### src/rtl/sipo_rx_ctrl.sv
// sipo_rx_ctrl: frame controller for a SIPO shift-register datapath.
// Finds start/data/stop framing on sIn, strobes shift once per data
// bit, checks the stop bit and latches the datapath word.
//
// Ports:
//   clk      system clock, rising edge
//   rst      asynchronous active-low reset
//   en       enable; low aborts a frame and holds IDLE
//   sIn      serial line (idle high), also the datapath serial input
//   pIn      datapath parallel output
//   shift    datapath mux select, 1 = shift sIn in
//   dataOut  last correctly framed word
//   valid    one-cycle pulse, dataOut updated
//   frameErr one-cycle pulse, stop bit sampled low
//   busy     high whenever not IDLE
module sipo_rx_ctrl #(
    parameter int WIDTH = 4,
    parameter int DIV   = 4
) (
    input  logic             clk,
    input  logic             rst,
    input  logic             en,
    input  logic             sIn,
    input  logic [WIDTH-1:0] pIn,
    output logic             shift,
    output logic [WIDTH-1:0] dataOut,
    output logic             valid,
    output logic             frameErr,
    output logic             busy
);

    localparam int CW = (DIV > 1) ? $clog2(DIV) : 1;
    localparam int BW = $clog2(WIDTH + 1);

    localparam logic [CW-1:0] C_HALF = CW'(DIV / 2 - 1);
    localparam logic [CW-1:0] C_LAST = CW'(DIV - 1);
    localparam logic [BW-1:0] B_PRE  = BW'(WIDTH - 1);

    typedef enum logic [2:0] {
        IDLE,
        START,
        DATA,
        STOP,
        BREAK
    } state_t;

    state_t           r_state;
    logic [CW-1:0]    r_cnt;
    logic [BW-1:0]    r_bitCnt;
    logic [WIDTH-1:0] r_data;
    logic             r_valid;
    logic             r_ferr;
    logic             w_last;

    assign w_last   = (r_cnt == C_LAST);
    // Decoded from registered state so the datapath sees a clean select.
    assign shift    = (r_state == DATA) && w_last;
    assign busy     = (r_state != IDLE);
    assign dataOut  = r_data;
    assign valid    = r_valid;
    assign frameErr = r_ferr;

    always_ff @(posedge clk or negedge rst) begin
        if (!rst) begin
            r_state  <= IDLE;
            r_cnt    <= '0;
            r_bitCnt <= '0;
            r_data   <= '0;
            r_valid  <= 1'b0;
            r_ferr   <= 1'b0;
        end else begin
            r_valid <= 1'b0;
            r_ferr  <= 1'b0;
            if (!en) begin
                r_state  <= IDLE;
                r_cnt    <= '0;
                r_bitCnt <= '0;
            end else begin
                case (r_state)
                    IDLE: begin
                        if (!sIn) begin
                            r_state <= START;
                            r_cnt   <= '0;
                        end else begin
                            r_cnt <= r_cnt + 1'b1;
                        end
                    end
                    START: begin
                        // Any high sample during the start bit is a glitch.
                        if (sIn) begin
                            r_state <= IDLE;
                            r_cnt   <= '0;
                        end else if (r_cnt == C_HALF) begin
                            r_state  <= DATA;
                            r_cnt    <= '0;
                            r_bitCnt <= '0;
                        end else begin
                            r_cnt <= r_cnt + 1'b1;
                        end
                    end
                    DATA: begin
                        if (w_last) begin
                            r_cnt    <= '0;
                            r_bitCnt <= r_bitCnt + 1'b1;
                            if (r_bitCnt == B_PRE) begin
                                r_state <= STOP;
                            end
                        end else begin
                            r_cnt <= r_cnt + 1'b1;
                        end
                    end
                    STOP: begin
                        if (w_last) begin
                            r_cnt <= '0;
                            if (sIn) begin
                                r_state <= IDLE;
                                r_data  <= pIn;
                                r_valid <= 1'b1;
                            end else begin
                                r_state <= BREAK;
                                r_ferr  <= 1'b1;
                            end
                        end else begin
                            r_cnt <= r_cnt + 1'b1;
                        end
                    end
                    BREAK: begin
                        // Wait for the line to return high before rearming.
                        if (sIn) begin
                            r_state <= IDLE;
                            r_cnt   <= '0;
                        end else begin
                            r_cnt <= r_cnt + 1'b1;
                        end
                    end
                    default: begin
                        r_state <= IDLE;
                        r_cnt   <= '0;
                    end
                endcase
            end
        end
    end

endmodule

### config.mk
export PLATFORM = sky130hd
export DESIGN_NAME = sipo_rx_ctrl
export DESIGN_NICKNAME = d
export VERILOG_FILES = /design/src/rtl/sipo_rx_ctrl.sv
export SDC_FILE = /design/constraint.sdc
export NUM_CORES = 1
export LEC_CHECK = 0
export BUFFER_PORTS_ARGS = -buffer_cell sky130_fd_sc_hd__buf_2
export CAP_MARGIN = 5
export CORE_UTILIZATION = 40
export DETAILED_ROUTE_END_ITERATION = 16
export PLACE_DENSITY = 0.62
export SLEW_MARGIN = 20
export SYNTH_ARGS = -nofsm -noshare
export SYNTH_HDL_FRONTEND = slang
export SYNTH_SLANG_ARGS = --single-unit
### constraint.sdc
create_clock -name clk -period 3.5 [get_ports clk]
set_input_delay 0.175 -clock clk [delete_from_list [all_inputs] [get_ports clk]]
set_output_delay 0.175 -clock clk [all_outputs]
set_load 0.05 [all_outputs]
=== Yosys cells after proc, flatten, opt, wreduce, memory -nomap -nowiden ===
Index checks and enable logic that the tools add are counted.

* Add/subtract/negate cells: 2
* Multiply operators: 0
* Divide/modulo/power cells: 0
* Magnitude comparators: 0
* Equal/unequal tests: 16
* Shift operators: 0
* Multiplexer cells: 30
* Bitwise logic cells: 0
* Reductions and logical operators: 7

{| class="wikitable"
|+ Operators by type and width
! kind !! number
|-
| 3-bit 2-to-1 mux || 13
|-
| 3-bit inequality test (second input constant) || 6
|-
| 3-bit case mux with 5 select lines || 1
|-
| 2-bit 2-to-1 mux || 6
|-
| 3-bit by 2-bit == test with 1-bit output (second input constant) || 3
|-
| 1-bit 2-to-1 mux || 8
|-
| 2-bit case mux with 4 select lines || 1
|-
| 4-bit AND reduction || 2
|-
| 3-bit case mux with 2 select lines || 1
|-
| 6-bit AND reduction || 1
|-
| 4-bit inequality test (second input constant) || 1
|-
| 3-bit by 1-bit adder with 3-bit output (second input constant) || 1
|-
| 3-bit by 1-bit == test with 1-bit output (second input constant) || 1
|-
| 3-bit == test (second input constant) || 1
|-
| 3-bit logical NOT || 1
|-
| 3-bit by 1-bit inequality test with 1-bit output (second input constant) || 1
|-
| 3-bit by 2-bit inequality test with 1-bit output (second input constant) || 1
|-
| 3-bit nonzero test || 1
|-
| 2-bit by 1-bit adder with 2-bit output (second input constant) || 1
|-
| 2-bit by 1-bit == test with 1-bit output (second input constant) || 1
|-
| 2-bit == test (second input constant) || 1
|-
| 2-bit OR reduction || 1
|-
| 1-bit logical AND || 1
|}

* Flip-flop bits (word level): 14
* Bits in latches: 0
* RAM bits: 0
* Memory bits (read-only): 0
* Input bits: 8
* Word-level logic and storage cells: 61
* Memories: 0

=== Depth between registers and ports, before layout ===
* Word-level depth: 5
* Gate-level depth with buffers: 5

=== Worst setup path after synthesis ===
OpenSTA, ideal clock, no wires.

* Path kind: flip-flop to flip-flop
* From: register r_cnt[0]
* To: register r_data[0] (netlist: dataOut[0])
* Setup time: 125 ps
* Arrival time: 1,260 ps
* Path slack: 2,115 ps
* Stages on the path, launching flop included: 5
* Buffers on the path: 0
* Clock period less this slack: 1,385 ps
* Cells stage by stage: dfrtp_1 -> ha_1 -> and3_4 -> nand3_4 -> mux2_4

* Longest elaborated chain between the ends: 2

{| class="wikitable"
|+ RTL lines
! what !! RTL line !! source
|-
| start, declared || 48 || <nowiki>logic [CW-1:0] r_cnt;</nowiki>
|-
| start signal, assigned || 85 || <nowiki>r_cnt <= r_cnt + 1'b1;</nowiki>
|-
| start signal, assigned || 98 || <nowiki>r_cnt <= r_cnt + 1'b1;</nowiki>
|-
| start signal, assigned || 109 || <nowiki>r_cnt <= r_cnt + 1'b1;</nowiki>
|-
| 2-bit == test || 55 || <nowiki>assign w_last = (r_cnt == C_LAST);</nowiki>
|-
| 4-bit AND reduction (no line) || - ||
|-
| end signal, assigned || 117 || <nowiki>r_data <= pIn;</nowiki>
|-
| end, declared || 50 || <nowiki>logic [WIDTH-1:0] r_data;</nowiki>
|}

No other way between the ends.
A chain may end at the register's enable or synchronous reset.

=== Final worst setup path ===
* From: register r_state[1]
* To: output shift

* Longest elaborated chain between the ends: 2

{| class="wikitable"
|+ RTL lines
! what !! RTL line !! source
|-
| start, declared || 47 || <nowiki>state_t r_state;</nowiki>
|-
| start signal, assigned || 65 || <nowiki>r_state <= IDLE;</nowiki>
|-
| start signal, assigned || 75 || <nowiki>r_state <= IDLE;</nowiki>
|-
| start signal, assigned || 82 || <nowiki>r_state <= START;</nowiki>
|-
| 3-bit by 2-bit == test with 1-bit output || 57 || <nowiki>assign shift = (r_state == DATA) && w_last;</nowiki>
|-
| 1-bit logical AND || 57 ||
|-
| end, declared || 25 || <nowiki>output logic shift,</nowiki>
|}

No other way between the ends.

==> out/results.ini <==
[final_layout]
fillers=192
drive_above_1_share_pct=30.77
synthToLayoutAreaGrowth_pct=12.68
layoutNonFillerInstCount=118
n_antenna_cell=0
layout.nets=106
final_core_util_pct=48.23

[yosys]
netlist_area_um2=848.3
synth_fp_nets=90
ys_dominant_reg_cell=dfrtp_1
synth_most_common_cell=dfrtp_1
synth_top_area_cell=dfrtp_1
synthTopCellsByArea=dfrtp_1 (41%), ha_1 (7.4%), mux2_4 (7.1%), mux2i_1 (5.9%), nand2_1 (3.1%)
yosysSeqAreaShare_pct=41.30
synth_top_area_share_pct=41.30
async_flop_share_pct=100.0
synth_area_per_cell_um2=11.02
synthCells=77
synth_commonest_cells=dfrtp_1 (14), nand2_1 (7), ha_1 (5), mux2i_1 (5)
synth-edff-count=0
ys_ff_latch=14
synth_warnings=0
ys_types=35

[power_and_ir_drop]
p_leak_nw=0.4629
peakVddDrop_mv=0.2372
p_int_mw=0.2202
swShare_pct=25.67
power.share.sequential_pct=57.8
p_comb_share_pct=12.5
p_switching_mw=0.07606
clkPwrFrac_pct=29.7
power_density_mw_per_mm2=309.9

[clocking]
clk_pin_slew_ps=80
cts.path.max_buffers=2
cts_inserted_buffers=3
h-tree-depth=1
postCtsSetupRepairBufs=0
cts-root-buf=clkbuf_4
clk_latency_ps=270
cts_tree=done
cts_sinks=14

[timing]
post-route-min-period_ps=1795
holdWs_ps=127.7
slew_headroom_pct=74.57
slew_viol_final=0
finalSetupTns_ps=0
max_slew.worst_pin.slew_ps=381.4
timing.final.ws_setup_ps=1705
rsz0062_at_grt=false
finalHoldViolations=0
fmax_mhz=557.1
fin_worst_skew_ps=8.687
setup_viol=0
period_share_pct=51.29

[drt]
drc=0
drtPass1Iterations=4
wl_per_cell_um=11.89
routed_wl_um=1403
drt-vias-per-instance=5.034
final_antenna_net_count=0
first_iter_violations=13
num_vias=594

[placed_design]
dp.cells=114
hpwl_um=993.2
gp_congestion=0.6708
dp_slack_ps=1997
io_buffers=15

[worst_setup_path]
max_stage_delay_ps=570
cpLargestDelayFamily=flip-flops
cp_max_fo=14
path_class=reg2out
cp.arrival_ps=1620
worst_ep_required_time_ps=3320
critPathSlowestCell=dfrtp_1
path_cells=nor3b_2 > and2_2 > buf_2
cp-end-kind=primary output
rrSetupSlack_ps=1970
crit_buf_inv=1
cp-start-kind=register

[global_route]
grt_overflow=0
grt_max_degree=15
grt_pass1_vias=511
grt_pass1_wl_um=2256
grt.total_usage_pct=14.42
antenna_found_initial=0

[status]
status=completed

[die]
ioPinCount=16
initial_core_util_pct=42.80
die_h_um=48.05
die-area_mm2=0.002309
die_w_um=48.05
core-area_mm2=0.001982
rows=16

[run]
max-cap-violations=0

[worst_hold_path]
hold_class=in2reg

cell families (layout without fill, tap and decap cells):
| family | Yosys count | after routing | share of synthesized area [%] |
|---|---|---|---|
| AO/OA/AOI/OAI | 9 | 9 | 7.080 |
| XOR/XNOR | 1 | 1 | 1.033 |
| adder cells (fa/ha/maj) | 5 | 5 | 7.375 |
| buffers and inverters | 9 | 23 | 5.751 |
| flip-flops | 14 | 14 | 41.30 |
| multiplexers | 9 | 9 | 12.98 |
| AND/OR/NAND/NOR | 30 | 30 | 24.49 |
sequential cells by signal, summed over array words and instances (netlist names):
name,count
valid,1
r_cnt,2
r_state,3
dataOut,4
frameErr,1
r_bitCnt,3
cells in the final DEF, fill, tap and decap left out, drive strengths merged, types with 2 or more instances in the layout:
cell type	synthesis	final
buf	5	15
dfrtp	14	14
nand3b	3	3
ha	5	5
mux2i	5	5
inv	4	4
nand2	7	7
nor3b	2	2
clkbuf	0	3
mux2	4	4
o21ai	2	2
nor2	4	4
nand3	3	3
a21oi	3	3
timing repair:
| action | in CTS | in global routing |
|---|---|---|
| hold endpoints to repair | 14 | 0 |
| setup endpoints to repair | 0 | 0 |
| hold buffers | 1 | 0 |
| gates resized for setup | 0 | 0 |
power groups by stage:
stage,clock [mW],combinational (mW),sequential [mW]
6_report,0.0880,0.0371,0.171
2_1_floorplan,0,0.0299,0.171
5_1_grt,0.102,0.0418,0.172
3_5_place_dp,0,0.0368,0.174
3_3_place_gp,0,0.0364,0.174
4_1_cts,0.0937,0.0378,0.171
cell type report:
type	count	area, µm²	area share, %
multi-input combinational	54	449.2	46.99
sequential	14	350.3	36.65
timing repair buffer	16	85.08	8.901
tap	27	33.78	3.534
clock buffer	3	22.52	2.356
inverter	4	15.01	1.571
routing by layer:
metal,up-vias,GRT usage (%),share of wire [%]
met5,-,0,0
met4,0,1.667,0
met3,0,5.660,3.6
met2,9,22.43,43
met1,289,19.54,53
li1,296,-,-
final timing paths:
kind | depth (start not counted) | endpoint | from
worst max-delay path | 3 | shift | r_state[1]$_DFFE_PN0P_
max in group asynchronous | 2 | r_bitCnt[0]$_DFFE_PN0P_ | rst
worst min-delay path | 2 | dataOut[2]$_DFFE_PN0P_ | pIn[2]
worst min register to register | 1 | dataOut[1]$_DFFE_PN0P_ | dataOut[1]$_DFFE_PN0P_
worst max register to register | 4 | dataOut[0]$_DFFE_PN0P_ | r_cnt[1]$_DFF_PN0_
min in group asynchronous | 2 | valid$_DFF_PN0_ | rst
stage by stage:
step	power, mW	area [µm²]
finish	0.2963	955.9
global route	0.3162	955.9
CTS	0.3028	955.9
detailed placement	0.2112	923.4
global placement	0.2104	923.4
floorplan	0.2005	848.3
worst reg2reg max path, cell delays in order, from the launching register on:
cell     delay, ps
dfrtp_1        400
ha_1           320
and3_4         260
nand3_4        120
mux2_4         320
Note: power is estimated with default switching activity, not from simulation.
